File: src/rtl/tile_sweep_pkg.sv
// Shared types for the tile sweep read sequencer: FSM states, sweep order
// encodings, the control half of the delay-line tag and a width helper.
package tile_sweep_pkg;

  typedef enum logic [1:0] {
    IDLE,
    READ,
    DRAIN,
    WAIT
  } sweep_state_t;

  typedef enum logic {
    ORD_PLANAR,
    ORD_INTERLEAVED
  } sweep_order_t;

  // Control flags of a delay-line tag. The coordinate fields are appended by
  // the user of this type with widths that depend on the tile geometry.
  typedef struct packed {
    logic valid;
    logic last;
  } tag_ctrl_t;

  // Counter width for a range of n values, never narrower than one bit.
  function automatic int width_of(input int n);
    return (n > 1) ? $clog2(n) : 1;
  endfunction

endpackage

File: src/rtl/tile_sweep_tagpipe.sv
// RD_LAT-deep shift register that carries valid/last and the row/col/chan
// coordinates of each issued read so they line up with the returned data.
module tile_sweep_tagpipe
  import tile_sweep_pkg::*;
#(
  parameter int RD_LAT = 2,
  parameter int ROW_W  = 3,
  parameter int COL_W  = 3,
  parameter int CHA_W  = 2
) (
  input  logic             clk,
  input  logic             reset,
  input  logic             in_valid,
  input  logic             in_last,
  input  logic [ROW_W-1:0] in_row,
  input  logic [COL_W-1:0] in_col,
  input  logic [CHA_W-1:0] in_cha,
  output logic             out_valid,
  output logic             out_last,
  output logic [ROW_W-1:0] out_row,
  output logic [COL_W-1:0] out_col,
  output logic [CHA_W-1:0] out_cha
);

  typedef struct packed {
    tag_ctrl_t        ctrl;
    logic [ROW_W-1:0] row;
    logic [COL_W-1:0] col;
    logic [CHA_W-1:0] cha;
  } tag_t;

  tag_t in_tag;
  tag_t stage [RD_LAT];

  assign in_tag = {in_valid, in_last, in_row, in_col, in_cha};

  // Shift every cycle regardless of hold; reset flushes all stages so no
  // stale valid can emerge after an aborted sweep.
  always_ff @(posedge clk or posedge reset) begin
    if (reset) begin
      for (int i = 0; i < RD_LAT; i++) stage[i] <= '0;
    end else begin
      stage[0] <= in_tag;
      for (int i = 1; i < RD_LAT; i++) stage[i] <= stage[i-1];
    end
  end

  assign out_valid = stage[RD_LAT-1].ctrl.valid;
  assign out_last  = stage[RD_LAT-1].ctrl.last;
  assign out_row   = stage[RD_LAT-1].row;
  assign out_col   = stage[RD_LAT-1].col;
  assign out_cha   = stage[RD_LAT-1].cha;

endmodule

File: src/rtl/tile_sweep_ctrl.sv
// Read sequencer for a multi-channel tile buffer. A start pulse sweeps every
// word once in planar or interleaved order, tags are delayed by the memory
// read latency, and data_rdy is held until the consumer returns data_done.
// Optional macro TILE_SWEEP_PERF_EN adds a saturating READ+DRAIN cycle
// counter on perf_cycles; without it perf_cycles is tied to zero.
module tile_sweep_ctrl
  import tile_sweep_pkg::*;
#(
  parameter  int ROWS   = 8,
  parameter  int COLS   = 8,
  parameter  int CHANS  = 3,
  parameter  int RD_LAT = 2,
  parameter  int ADDR_W = 8,
  localparam int ROW_W  = width_of(ROWS),
  localparam int COL_W  = width_of(COLS),
  localparam int CHA_W  = width_of(CHANS)
) (
  input  logic              clk,
  input  logic              reset,
  input  logic              start,
  input  logic              order,
  input  logic              hold,
  input  logic              data_done,
  output logic              busy,
  output logic              mem_en,
  output logic [ADDR_W-1:0] mem_addr,
  output logic              rd_valid,
  output logic              rd_last,
  output logic [ROW_W-1:0]  row_addr,
  output logic [COL_W-1:0]  col_addr,
  output logic [CHA_W-1:0]  cha_addr,
  output logic              data_rdy,
  output logic [15:0]       perf_cycles
);

  localparam int NWORDS = ROWS * COLS * CHANS;
  localparam int PLANE  = ROWS * COLS;
  localparam int DRN_W  = width_of(RD_LAT);

  localparam logic [ROW_W-1:0] ROW_MAX = ROW_W'(ROWS - 1);
  localparam logic [COL_W-1:0] COL_MAX = COL_W'(COLS - 1);
  localparam logic [CHA_W-1:0] CHA_MAX = CHA_W'(CHANS - 1);

  if (NWORDS > (2 ** ADDR_W)) begin : g_addr_too_narrow
    $error("tile_sweep_ctrl: ROWS*COLS*CHANS does not fit in ADDR_W bits");
  end

  sweep_state_t     state;
  sweep_order_t     order_q;
  logic [ROW_W-1:0] row_q;
  logic [COL_W-1:0] col_q;
  logic [CHA_W-1:0] cha_q;
  logic [DRN_W-1:0] drain_q;
  logic             final_word;

  // Every order ends on the word with all three coordinates at their maximum.
  assign final_word = (row_q == ROW_MAX) && (col_q == COL_MAX) && (cha_q == CHA_MAX);
  assign mem_en     = (state == READ) && !hold;
  assign mem_addr   = ADDR_W'(32'(cha_q) * 32'(PLANE) + 32'(row_q) * 32'(COLS) + 32'(col_q));

  // Sweep FSM: owns the coordinate counters, drain timer and handshake flags.
  always_ff @(posedge clk or posedge reset) begin
    if (reset) begin
      state    <= IDLE;
      order_q  <= ORD_PLANAR;
      row_q    <= '0;
      col_q    <= '0;
      cha_q    <= '0;
      drain_q  <= '0;
      busy     <= 1'b0;
      data_rdy <= 1'b0;
    end else begin
      unique case (state)
        IDLE: begin
          if (start) begin
            order_q <= sweep_order_t'(order);
            row_q   <= '0;
            col_q   <= '0;
            cha_q   <= '0;
            busy    <= 1'b1;
            state   <= READ;
          end
        end
        READ: begin
          if (mem_en) begin
            if (final_word) begin
              row_q   <= '0;
              col_q   <= '0;
              cha_q   <= '0;
              drain_q <= DRN_W'(RD_LAT - 1);
              state   <= DRAIN;
            end else if (order_q == ORD_PLANAR) begin
              if (col_q == COL_MAX) begin
                col_q <= '0;
                if (row_q == ROW_MAX) begin
                  row_q <= '0;
                  cha_q <= cha_q + 1'b1;
                end else begin
                  row_q <= row_q + 1'b1;
                end
              end else begin
                col_q <= col_q + 1'b1;
              end
            end else begin
              if (cha_q == CHA_MAX) begin
                cha_q <= '0;
                if (col_q == COL_MAX) begin
                  col_q <= '0;
                  row_q <= row_q + 1'b1;
                end else begin
                  col_q <= col_q + 1'b1;
                end
              end else begin
                cha_q <= cha_q + 1'b1;
              end
            end
          end
        end
        DRAIN: begin
          if (drain_q == '0) begin
            data_rdy <= 1'b1;
            state    <= WAIT;
          end else begin
            drain_q <= drain_q - 1'b1;
          end
        end
        WAIT: begin
          if (data_done) begin
            data_rdy <= 1'b0;
            busy     <= 1'b0;
            state    <= IDLE;
          end
        end
        default: state <= IDLE;
      endcase
    end
  end

  tile_sweep_tagpipe #(
    .RD_LAT (RD_LAT),
    .ROW_W  (ROW_W),
    .COL_W  (COL_W),
    .CHA_W  (CHA_W)
  ) u_tagpipe (
    .clk       (clk),
    .reset     (reset),
    .in_valid  (mem_en),
    .in_last   (mem_en && final_word),
    .in_row    (row_q),
    .in_col    (col_q),
    .in_cha    (cha_q),
    .out_valid (rd_valid),
    .out_last  (rd_last),
    .out_row   (row_addr),
    .out_col   (col_addr),
    .out_cha   (cha_addr)
  );

`ifdef TILE_SWEEP_PERF_EN
  logic [15:0] perf_q;

  // Count READ and DRAIN cycles of the current sweep, saturating at all-ones.
  always_ff @(posedge clk or posedge reset) begin
    if (reset) begin
      perf_q <= '0;
    end else if ((state == IDLE) && start) begin
      perf_q <= '0;
    end else if (((state == READ) || (state == DRAIN)) && (perf_q != 16'hFFFF)) begin
      perf_q <= perf_q + 16'd1;
    end
  end

  assign perf_cycles = perf_q;
`else
  assign perf_cycles = 16'h0000;
`endif

endmodule

File: config.mk
export PLATFORM = sky130hd
export DESIGN_NAME = tile_sweep_ctrl
export DESIGN_NICKNAME = d
export VERILOG_FILES = /design/src/rtl/tile_sweep_pkg.sv /design/src/rtl/tile_sweep_tagpipe.sv /design/src/rtl/tile_sweep_ctrl.sv
export SDC_FILE = /design/constraint.sdc
export NUM_CORES = 1
export LEC_CHECK = 0
export ABC_AREA = 1
export BUFFER_PORTS_ARGS = -buffer_cell sky130_fd_sc_hd__buf_2
export CAP_MARGIN = 20
export CORE_ASPECT_RATIO = 0.8
export CORE_MARGIN = 2
export CORE_UTILIZATION = 45
export DETAILED_ROUTE_END_ITERATION = 10
export GPL_TIMING_DRIVEN = 0
export PLACE_DENSITY = 0.76
export SYNTH_ARGS = -nofsm -noshare
export SYNTH_HDL_FRONTEND = slang
export SYNTH_HIERARCHICAL = 1
export SYNTH_SLANG_ARGS = --single-unit
File: constraint.sdc
create_clock -name clk -period 2.3 [get_ports clk]
set_clock_uncertainty 0.05 [all_clocks]
set_input_delay 0.69 -clock clk [delete_from_list [all_inputs] [get_ports clk]]
set_output_delay 0.69 -clock clk [all_outputs]
set_load 0.05 [all_outputs]
==> metrics.txt <==
outcome=complete, no violations; Routed WL per cell=10.01 µm; gpl congestion=0.8006; gr usage total=14.54%; fin. max-slew vios=0; total core area=0.003423 mm²; worst stage delay on the critical path=0.39 ns; syn avg cell area=9.502 µm²; asr flop ratio synth=100.0%; CTS tree=yes; IO Pins=43; accumulated negative setup slack=0 ns; worst min path class=flip-flop to flip-flop; row count=19; type of origin of the critical path=flip-flop; sequential power share=32.2%; Initial Utilization=47.19%; Arr. time, crit path=1.47 ns; hold depth=0; peak supply drop=0.0006376 V; crit-path cells=inv_2 -> ha_4 -> inv_2 -> or2_0 -> inv_1 -> buf_6; CTS Hold Bufs=0; switching share of power=44.75%; critical path required time=1.56 ns; H-tree Lvls=2; count of cell types in the netlist=22; Max Buffers Root-to-Sink=2; Relative slew margins=52.47%; number of DRC violations after detailed routing=0; Die ar.=0.004088 mm²; NetSw=0.001195 W; vias in the first global route=995; initial antenna violation count=0; Die W=70.99 µm; first-pass GRT wire length=4388 µm; ANT cells=0; RSZ-0062 raised after global routing=no; Clock Pin Slew Worst Setup and Hold Paths=0.06 ns; CP Capture Type=primary output; CTS root buffer=clkbuf_8; fmax=453.3 MHz; fin util=58.66%; post-synthesis sequential area ratio=52.67%; Gate Count Post-Synth=170; hpwl dp=1997 µm; Clock power frac=20.3%; Worst Tran Pin Value=0.7121 ns; Clk Latency, worst-skew pair=0.29 ns; final wirelength=2632 µm; Seq cells post-synth=34; Num CTS Buffers=5; first-pass detailed-route iteration total=4; global route total overflow=0; Vias/cell=4.266; largest net degree at the start of global routing=21; pwr/cell area=1330 mW/mm²; Die Y=57.59 µm; clk sinks=34; CP dominant cell by count=inv_2; Worst R2R Path Depth=9; antenna-violating nets left=0; WHS=0.2969 ns; initial DRC count=42; Comb pwr share=47.5%; Vias=1122; P_leak=1.218 nW; critical path type=flip-flop to primary output; Setup Viol. Count Final=0; Slowest-stage cell, CP=dfrtp_1; Max Cap Viol=0; crit share post-route=95.91%; top_reg_cell synth=dfrtp_1; final net count=236; Layout area overhead=24.32%; CP max FO=6; number of enable flip-flop cells after synthesis=0; minimum clock period=2.206 ns; YS warnings=6; port bufs=26; cell-internal power=0.001475 W; layout cells sized above 1=33.48%; Final Hold Viols=0; synthesized area=0.001615 mm²
-- what timing repair did --
item,in CTS,in global routing
gates cloned,0,0
endpoints found under the hold margin,0,0
endpoints found under the setup margin,1,1
setup buffers,1,2
gates resized for setup,5,0
-- critical path: cells and delay by family (launching register included) --
kind,cells,cell delay (ns)
simple gates,1,0.23
flops,1,0.39
fa+ha+maj,1,0.13
buf+inv,4,0.42
-- routing by layer --
layer	vias to the layer above	wire [µm]	global-route usage [%]
met3	6	171	6.360
met5	-	0	0
li1	588	-	-
met2	30	1201	22.16
met1	498	1212	18.11
met4	0	46	6.469
-- cell usage after synthesis (2+ instances only) --
library cell | n | area share (%)
o21ai_1 | 3 | 0.93
nor2_1 | 11 | 2.6
ha_1 | 9 | 7.0
a21oi_1 | 3 | 0.93
o21ai_0 | 4 | 1.2
nor2_2 | 2 | 0.77
nor2_4 | 2 | 1.4
nand3_1 | 10 | 3.1
nand2_1 | 38 | 8.8
buf_4 | 24 | 11
nand2_2 | 4 | 1.5
dfrtp_1 | 34 | 53
inv_1 | 17 | 4.0
-- sequential cells by signal (all words and copies together), names as in the netlist --
| register | flops |
|---|---|
| busy | 1 |
| u_tagpipe/stage | 10 |
| drain_q | 1 |
| u_tagpipe/out_col | 3 |
| u_tagpipe/out_valid | 1 |
| cha_q | 2 |
| data_rdy | 1 |
| state | 2 |
| row_q | 3 |
| u_tagpipe/out_row | 3 |
| col_q | 3 |
| u_tagpipe/out_last | 1 |
| order_q | 1 |
| u_tagpipe/out_cha | 2 |
-- cells by family after synthesis --
kind of cell / synth area share [%]
AO/OA/AOI/OAI: 4.105
adder cells (fa/ha/maj): 6.971
AND/OR/NAND/NOR: 20.68
other: 0.2322
buffers and inverters: 15.34
flip-flops: 52.67
-- cell usage in the layout, fill, tap and decap left out --
master / count
conb_1: 16
clkbuf_8: 6
nand2_4: 1
nor2_4: 2
ha_4: 1
or2_0: 1
o21ai_2: 1
nor2_2: 2
buf_2: 25
inv_2: 2
buf_4: 27
inv_1: 16
nor2_1: 11
o21ai_1: 3
nand2_2: 4
dfrtp_1: 34
nand3_2: 1
buf_6: 1
ha_1: 8
bufinv_16: 1
o211ai_1: 1
nand2_1: 38
nor3_1: 1
nand3b_1: 1
a21oi_1: 3
nand3_1: 10
o21ai_0: 4
-- cell type report --
class | instances | area (µm²)
Buffer | 24 | 180.2
Clock buffer | 6 | 82.58
Clock inverter | 1 | 30.03
Fill cell | 301 | 1415
Inverter | 18 | 67.56
Multi-Input combinational cell | 109 | 585.6
Sequential cell | 34 | 850.8
Tap cell | 42 | 52.55
Timing Repair Buffer | 29 | 158.9
-- stage by stage --
step | power [W] | instance area (µm²) | cells | setup WS [ns]
CTS | 0.002684 | 1993 | 261 | 0.04142
finish | 0.002670 | 2008 | 263 | 0.09415
detailed placement | 0.002090 | 1854 | 253 | 0.06364
global placement | 0.002052 | 1854 | 253 | 0.07784
floorplan | 0.001850 | 1672 | 185 | 0.1966
global route | 0.002877 | 2008 | 263 | 0.03859
-- final timing paths --
kind	startpoint	endpoint	slack [ns]
setup / recovery	state[1]$_DFFE_PP0P_	mem_en	0.09
hold / removal	u_tagpipe/stage[19]$_DFF_PP0_	u_tagpipe/out_valid$_DFF_PP0_	0.30
setup reg to reg	row_q[0]$_DFFE_PP0P_	state[0]$_DFFE_PP0P_	0.64
hold reg to reg	u_tagpipe/stage[19]$_DFF_PP0_	u_tagpipe/out_valid$_DFF_PP0_	0.30
max in group asynchronous	reset	u_tagpipe/out_valid$_DFF_PP0_	1.28
min in group asynchronous	reset	col_q[0]$_DFFE_PP0P_	0.41
-- power by group through the flow --
stage	Clock, W	Sequential, W	Combinational [W]
floorplan	0	0.00106	0.000791
global placement	0	0.000860	0.00119
detailed placement	0	0.000867	0.00122
CTS	0.000559	0.000859	0.00127
global route	0.000583	0.000885	0.00141
finish	0.000543	0.000859	0.00127
(Power assumes the default switching activity.)
